===== config.mk =====
export PLATFORM = sky130hd
export DESIGN_NAME = uart_cmd_rx
export DESIGN_NICKNAME = d
export VERILOG_FILES = /design/src/rtl/uart_cmd_rx.sv
export SDC_FILE = /design/constraint.sdc
export NUM_CORES = 1
export LEC_CHECK = 0
export CAP_MARGIN = 20
export CORE_MARGIN = 8
export CORE_UTILIZATION = 60
export CTS_CLUSTER_SIZE = 8
export DETAILED_ROUTE_END_ITERATION = 6
export PLACE_DENSITY = 0.78
export REMOVE_ABC_BUFFERS = 1
export SLEW_MARGIN = 10
export SYNTH_ARGS = -nofsm -noshare
export SYNTH_HDL_FRONTEND = slang
export SYNTH_SLANG_ARGS = --single-unit

===== constraint.sdc =====
create_clock -name CLK -period 5.7 [get_ports CLK]
set_input_delay 0.855 -clock CLK [delete_from_list [all_inputs] [get_ports CLK]]
set_output_delay 0.855 -clock CLK [all_outputs]
set_load 0.03 [all_outputs]

===== src/rtl/uart_cmd_rx.sv =====
// uart_cmd_rx: UART receiver, command decoder and pixel-download sequencer.
// Receives 8N1 (optionally with odd/even parity) frames on RX, decodes
// command bytes into video-pipeline selects, and streams downloaded image
// bytes (header: width, height; then width*height pixels) to the frame store.
// Ports:
//   CLK, RST (async, active high), RX (raw serial, idle high)
//   byte_data/byte_valid            last good byte + 1-cycle strobe
//   img_select/res_select/out_select/mon_reset   decoded command selects
//   pix_en/pix_data/pix_valid/pix_done           download stream
//   img_hres/img_vres               downloaded image dimensions
//   frame_err/parity_err/timeout_err             1-cycle error pulses
module uart_cmd_rx #(
  parameter int CLKS_PER_BIT = 868,
  parameter int PARITY       = 0,
  parameter int TIMEOUT_CLKS = 1000000
) (
  input  logic       CLK,
  input  logic       RST,
  input  logic       RX,
  output logic [7:0] byte_data,
  output logic       byte_valid,
  output logic [1:0] img_select,
  output logic [1:0] res_select,
  output logic       out_select,
  output logic       mon_reset,
  output logic       pix_en,
  output logic [7:0] pix_data,
  output logic       pix_valid,
  output logic       pix_done,
  output logic [7:0] img_hres,
  output logic [7:0] img_vres,
  output logic       frame_err,
  output logic       parity_err,
  output logic       timeout_err
);

  localparam int CW = $clog2(CLKS_PER_BIT);
  localparam logic [CW-1:0] HALF_LAST = CW'(CLKS_PER_BIT / 2 - 1);
  localparam logic [CW-1:0] BIT_LAST  = CW'(CLKS_PER_BIT - 1);
  localparam int TW = $clog2(TIMEOUT_CLKS + 1);
  localparam logic [TW-1:0] TO_LAST = TW'(TIMEOUT_CLKS - 1);
  localparam logic PAR_ODD = (PARITY == 1);
  localparam logic PAR_ON  = (PARITY != 0);

  typedef enum logic [2:0] {
    RX_IDLE, RX_START, RX_DATA, RX_PAR, RX_STOP, RX_WAIT
  } rx_state_t;

  typedef enum logic [1:0] {
    D_CMD, D_HDR_H, D_HDR_V, D_PIXEL
  } dec_state_t;

  rx_state_t  rx_state;
  dec_state_t dec_state;

  logic          rx_meta, rx_sync, rx_prev;
  logic [CW-1:0] clk_cnt;
  logic [2:0]    bit_cnt;
  logic [7:0]    shift;
  logic          par_bad;
  logic [TW-1:0] idle_cnt;
  logic [15:0]   remaining;

  // Two-flop synchroniser plus one delayed copy for falling-edge detection.
  always_ff @(posedge CLK or posedge RST) begin
    if (RST) begin
      rx_meta <= 1'b1;
      rx_sync <= 1'b1;
      rx_prev <= 1'b1;
    end else begin
      rx_meta <= RX;
      rx_sync <= rx_meta;
      rx_prev <= rx_sync;
    end
  end

  always_ff @(posedge CLK or posedge RST) begin
    if (RST) begin
      rx_state   <= RX_IDLE;
      clk_cnt    <= '0;
      bit_cnt    <= '0;
      shift      <= '0;
      par_bad    <= 1'b0;
      byte_data  <= '0;
      byte_valid <= 1'b0;
      frame_err  <= 1'b0;
      parity_err <= 1'b0;
    end else begin
      byte_valid <= 1'b0;
      frame_err  <= 1'b0;
      parity_err <= 1'b0;
      case (rx_state)
        RX_IDLE: begin
          clk_cnt <= '0;
          bit_cnt <= '0;
          par_bad <= 1'b0;
          if (rx_prev && !rx_sync) rx_state <= RX_START;
        end
        RX_START: begin
          if (clk_cnt == HALF_LAST) begin
            clk_cnt  <= '0;
            // Line back high at the start midpoint is a glitch, not a frame.
            rx_state <= rx_sync ? RX_IDLE : RX_DATA;
          end else begin
            clk_cnt <= clk_cnt + CW'(1);
          end
        end
        RX_DATA: begin
          if (clk_cnt == BIT_LAST) begin
            clk_cnt <= '0;
            shift   <= {rx_sync, shift[7:1]};
            bit_cnt <= bit_cnt + 3'd1;
            if (bit_cnt == 3'd7) rx_state <= PAR_ON ? RX_PAR : RX_STOP;
          end else begin
            clk_cnt <= clk_cnt + CW'(1);
          end
        end
        RX_PAR: begin
          if (clk_cnt == BIT_LAST) begin
            clk_cnt  <= '0;
            par_bad  <= ((^shift) ^ rx_sync) != PAR_ODD;
            rx_state <= RX_STOP;
          end else begin
            clk_cnt <= clk_cnt + CW'(1);
          end
        end
        RX_STOP: begin
          if (clk_cnt == BIT_LAST) begin
            clk_cnt <= '0;
            if (!rx_sync) begin
              frame_err <= 1'b1;
              rx_state  <= RX_WAIT;
            end else if (par_bad) begin
              parity_err <= 1'b1;
              rx_state   <= RX_IDLE;
            end else begin
              byte_data  <= shift;
              byte_valid <= 1'b1;
              rx_state   <= RX_IDLE;
            end
          end else begin
            clk_cnt <= clk_cnt + CW'(1);
          end
        end
        RX_WAIT: begin
          if (rx_sync) rx_state <= RX_IDLE;
        end
        default: rx_state <= RX_IDLE;
      endcase
    end
  end

  always_ff @(posedge CLK or posedge RST) begin
    if (RST) begin
      dec_state   <= D_CMD;
      idle_cnt    <= '0;
      remaining   <= '0;
      img_select  <= '0;
      res_select  <= '0;
      out_select  <= 1'b0;
      mon_reset   <= 1'b0;
      pix_en      <= 1'b0;
      pix_data    <= '0;
      pix_valid   <= 1'b0;
      pix_done    <= 1'b0;
      img_hres    <= '0;
      img_vres    <= '0;
      timeout_err <= 1'b0;
    end else begin
      pix_valid   <= 1'b0;
      pix_done    <= 1'b0;
      timeout_err <= 1'b0;
      if (dec_state == D_CMD) begin
        // Holding the timer at zero here makes every download start fresh.
        idle_cnt <= '0;
        if (byte_valid) begin
          if (byte_data[7:6] == 2'b00) begin
            img_select <= byte_data[5:4];
            res_select <= byte_data[3:2];
            out_select <= byte_data[1];
            mon_reset  <= byte_data[0];
          end else if (byte_data[7:6] == 2'b01) begin
            dec_state <= D_HDR_H;
            pix_en    <= 1'b1;
          end
        end
      end else if (byte_valid) begin
        idle_cnt <= '0;
        case (dec_state)
          D_HDR_H: begin
            img_hres  <= byte_data;
            dec_state <= D_HDR_V;
          end
          D_HDR_V: begin
            img_vres  <= byte_data;
            remaining <= {8'd0, img_hres} * {8'd0, byte_data};
            if (img_hres == 8'd0 || byte_data == 8'd0) begin
              pix_done  <= 1'b1;
              pix_en    <= 1'b0;
              dec_state <= D_CMD;
            end else begin
              dec_state <= D_PIXEL;
            end
          end
          D_PIXEL: begin
            pix_data  <= byte_data;
            pix_valid <= 1'b1;
            remaining <= remaining - 16'd1;
            if (remaining == 16'd1) begin
              pix_done  <= 1'b1;
              pix_en    <= 1'b0;
              dec_state <= D_CMD;
            end
          end
          default: dec_state <= D_CMD;
        endcase
      end else if (idle_cnt == TO_LAST) begin
        timeout_err <= 1'b1;
        pix_en      <= 1'b0;
        idle_cnt    <= '0;
        dec_state   <= D_CMD;
      end else begin
        idle_cnt <= idle_cnt + TW'(1);
      end
    end
  end

endmodule


==> metrics <==
Req. time, crit path=6.00 ns; crit path buf inv count=3; Fmax=0.2221 GHz; Critical Path Source Type=flop; CTS tree=yes; Critical Setup Path Class=reg -> reg; synth unique cells=60; Horiz. Die Dim=127.3 um; power per cell area=189.8 nW/um2; Crit path top cell by count=fa_1; Post-synth EDFFs=0; static leakage=4.140 nW; Ys Warns=0; status=completed; Vias=5604; Port Buf Inserts=47; setup TNS=0 ns; Yosys top cell area share=36.38%; worst-path cell chain=nand2_1, fa_1, fa_1, inv_1, fa_1, inv_1, fa_1, inv_1, ha_1, o21a_1, o31a_1, o21a_1, o2111ai_1, a211o_1, nand3_1; Die Area=16200 um2; Worst Hold Class=reg -> reg; drt total wl=16120 um; htree depth=3; Filler cells=910; Syn Inst Count=759; Mean Syn Cell Area=9.789 um2; I/O Pins=48; final critical-path share of the clock period=78.99%; Post CTS Setup Buffer Count=0; maxcap violations=0; ANT cells=0; CP startpoint=byte_data[7]$_DFFE_PP0P_; Final HPWL DP=11950 um; worst reg2reg startpoint=byte_data[7]$_DFFE_PP0P_; Total Nets Final=878; Final setup viols=0; Worst-Skew Late Latency=0.36 ns; hold path startpoint=rx_meta$_DFF_PP1_; Seq/Total Area, Yosys=37.44%; Final min period=4.502 ns; Worst Path Max Fanout=17; core area=12060 um2; fin. max-slew vios=0; Starting DRT DRC Count=272; cts hold-fix bufs=0; TritonCTS Buffers=9; CP max stage cell=dfrtp_1; DR WL/cell=16.70 um; # rows=40; cell area after synthesis=7430 um2; number of global-route vias before repair=5670; Longest Clk Path Bufs=2; drt drc=0; wire length of the first global-routing pass=27180 um; commonest non-fill, non-tap cells in the layout=108 x dfrtp_1, 87 x nand2_1, 63 x inv_1, 51 x and2_1; Via density=5.807; Final Hold Fails=0; ranking of synthesized cells by area=dfrtp_1 36%, fa_1 9.7%, ha_1 7.9%; Critical Path End Type=flop; CTS root buffer=clkbuf_16; FF+latch count, synth=111; Initial Util=61.60%; Async SR Flop Fraction=100.0%; total gr overflow=0; Num Clock Sinks=111; crit path DAT=4.80 ns; cell accounting for the most synthesized area=dfrtp_1; Layout area overhead=11.99%; Die Height=127.3 um; Pre-antenna DRT Iters=5; GP Congestion=0.8486; PostCTS Resize Cnt=0; share of layout cells above drive strength 1=8.908%; initial antenna violation count=0; RSZ-0062 raised after global routing=no; max incr delay on CP=0.64 ns; antenna-violating nets left=0; total power draw=0.001579 W; commonest non-fill, non-tap cell in the layout=dfrtp_1; Slew @ Worst Pin=0.8071 ns; Crit path max-delay family=adder cells; largest net degree at the start of global routing=66; Total GRT Usage=20.63%; skew final=0.009545 ns; Post-synth top flop=dfrtp_1; clk slew on worst S/H paths=0.08 ns; Rel. slew slack=46.19%; worst ir drop on vdd=243.7 uV
state kept, by name, summed over array words and instances (netlist names), 2 cells and up:
signal	count
idle_cnt	20
remaining	16
clk_cnt	10
byte_data	8
img_hres	8
img_vres	8
pix_data	8
shift	8
bit_cnt	3
rx_state	3
dec_state	2
img_select	2
res_select	2
metal layers:
layer / global-route usage, % / vias to the layer above / wire length, um
li1: - / 2654 / -
met1: 24.04 / 2780 / 6728
met2: 36.07 / 131 / 8273
met3: 3.827 / 39 / 637
met4: 9.797 / 0 / 480
met5: 0 / - / 0
stage by stage:
step	instance area, um2	hold WS [ns]	worst slack (ns)	util (%)	std cells
floorplan	7288	0.3452	1.292	-	728
global placement	8016	0.3466	1.292	66.46	949
detailed placement	8016	0.3475	1.208	66.46	949
CTS	8320	0.3586	1.188	68.98	965
global route	8320	0.3602	0.8432	68.98	965
finish	8320	0.3584	1.198	68.98	965
area by class of cell:
type	count	area [um2]	area share [%]
Multi-Input combinational cell	552	4263	51.23
Clock inverter	7	78.83	0.9474
Sequential cell	111	2781	33.43
Timing Repair Buffer	53	515.5	6.195
Tap cell	168	210.2	2.526
Inverter	65	246.5	2.962
Clock buffer	9	225.2	2.707
cell families after synthesis:
group / share of synthesized area (%)
AOI/OAI and AO/OA: 9.583
adders and majority gates: 17.62
muxes: 6.972
and+or+nand+nor: 19.55
DFF: 37.44
buffers and inverters: 5.187
xor gates and xnor gates: 3.654
power by group:
group          internal (W)  switching, W
registers          0.000811     0.0000384
logic             0.0000350     0.0000508
clock network      0.000315      0.000328
total               0.00116      0.000417
synth_stat cells (3+ instances only):
library cell and number:
a2bb2oi_1 3, dfstp_2 3, and2_1 51, a211oi_1 3, o21a_1 6, nand3_1 21, nand2b_1 4, ha_1 47
or3_1 10, nor3_1 17, a21oi_1 25, nor2_1 40, a31oi_1 3, mux2_2 22, a21o_1 7, buf_6 3
dfrtp_1 108, or4_1 5, nand2_1 87, xnor2_1 12, and3_1 12, a211o_1 3, mux2_4 16, nor4_1 8
nor2b_1 5, o21ai_0 40, o22ai_1 6, fa_1 36, inv_1 64, nand4_1 9, mux2i_1 3, xor2_1 19
clkbuf_1 25
worst paths after layout:
kind / endpoint / slack [ns] / cells after the start
min: rx_sync$_DFF_PP1_ / 0.36 / 0
max in group asynchronous: byte_data[5]$_DFFE_PP0P_ / 3.64 / 3
max reg2reg: remaining[15]$_DFFE_PP0P_ / 1.20 / 15
min in group asynchronous: idle_cnt[8]$_DFF_PP0_ / 0.99 / 2
min reg2reg: rx_sync$_DFF_PP1_ / 0.36 / 0
max: remaining[15]$_DFFE_PP0P_ / 1.20 / 15
worst reg2reg max path: stages, from the launching register on:
cell	delay (ns)
dfrtp_1	0.64
nand2_1	0.15
fa_1	0.53
fa_1	0.55
inv_1	0.05
fa_1	0.52
inv_1	0.05
fa_1	0.52
inv_1	0.04
ha_1	0.33
o21a_1	0.14
o31a_1	0.18
o21a_1	0.20
o2111ai_1	0.15
a211o_1	0.32
nand3_1	0.07
(Power assumes the default switching activity.)
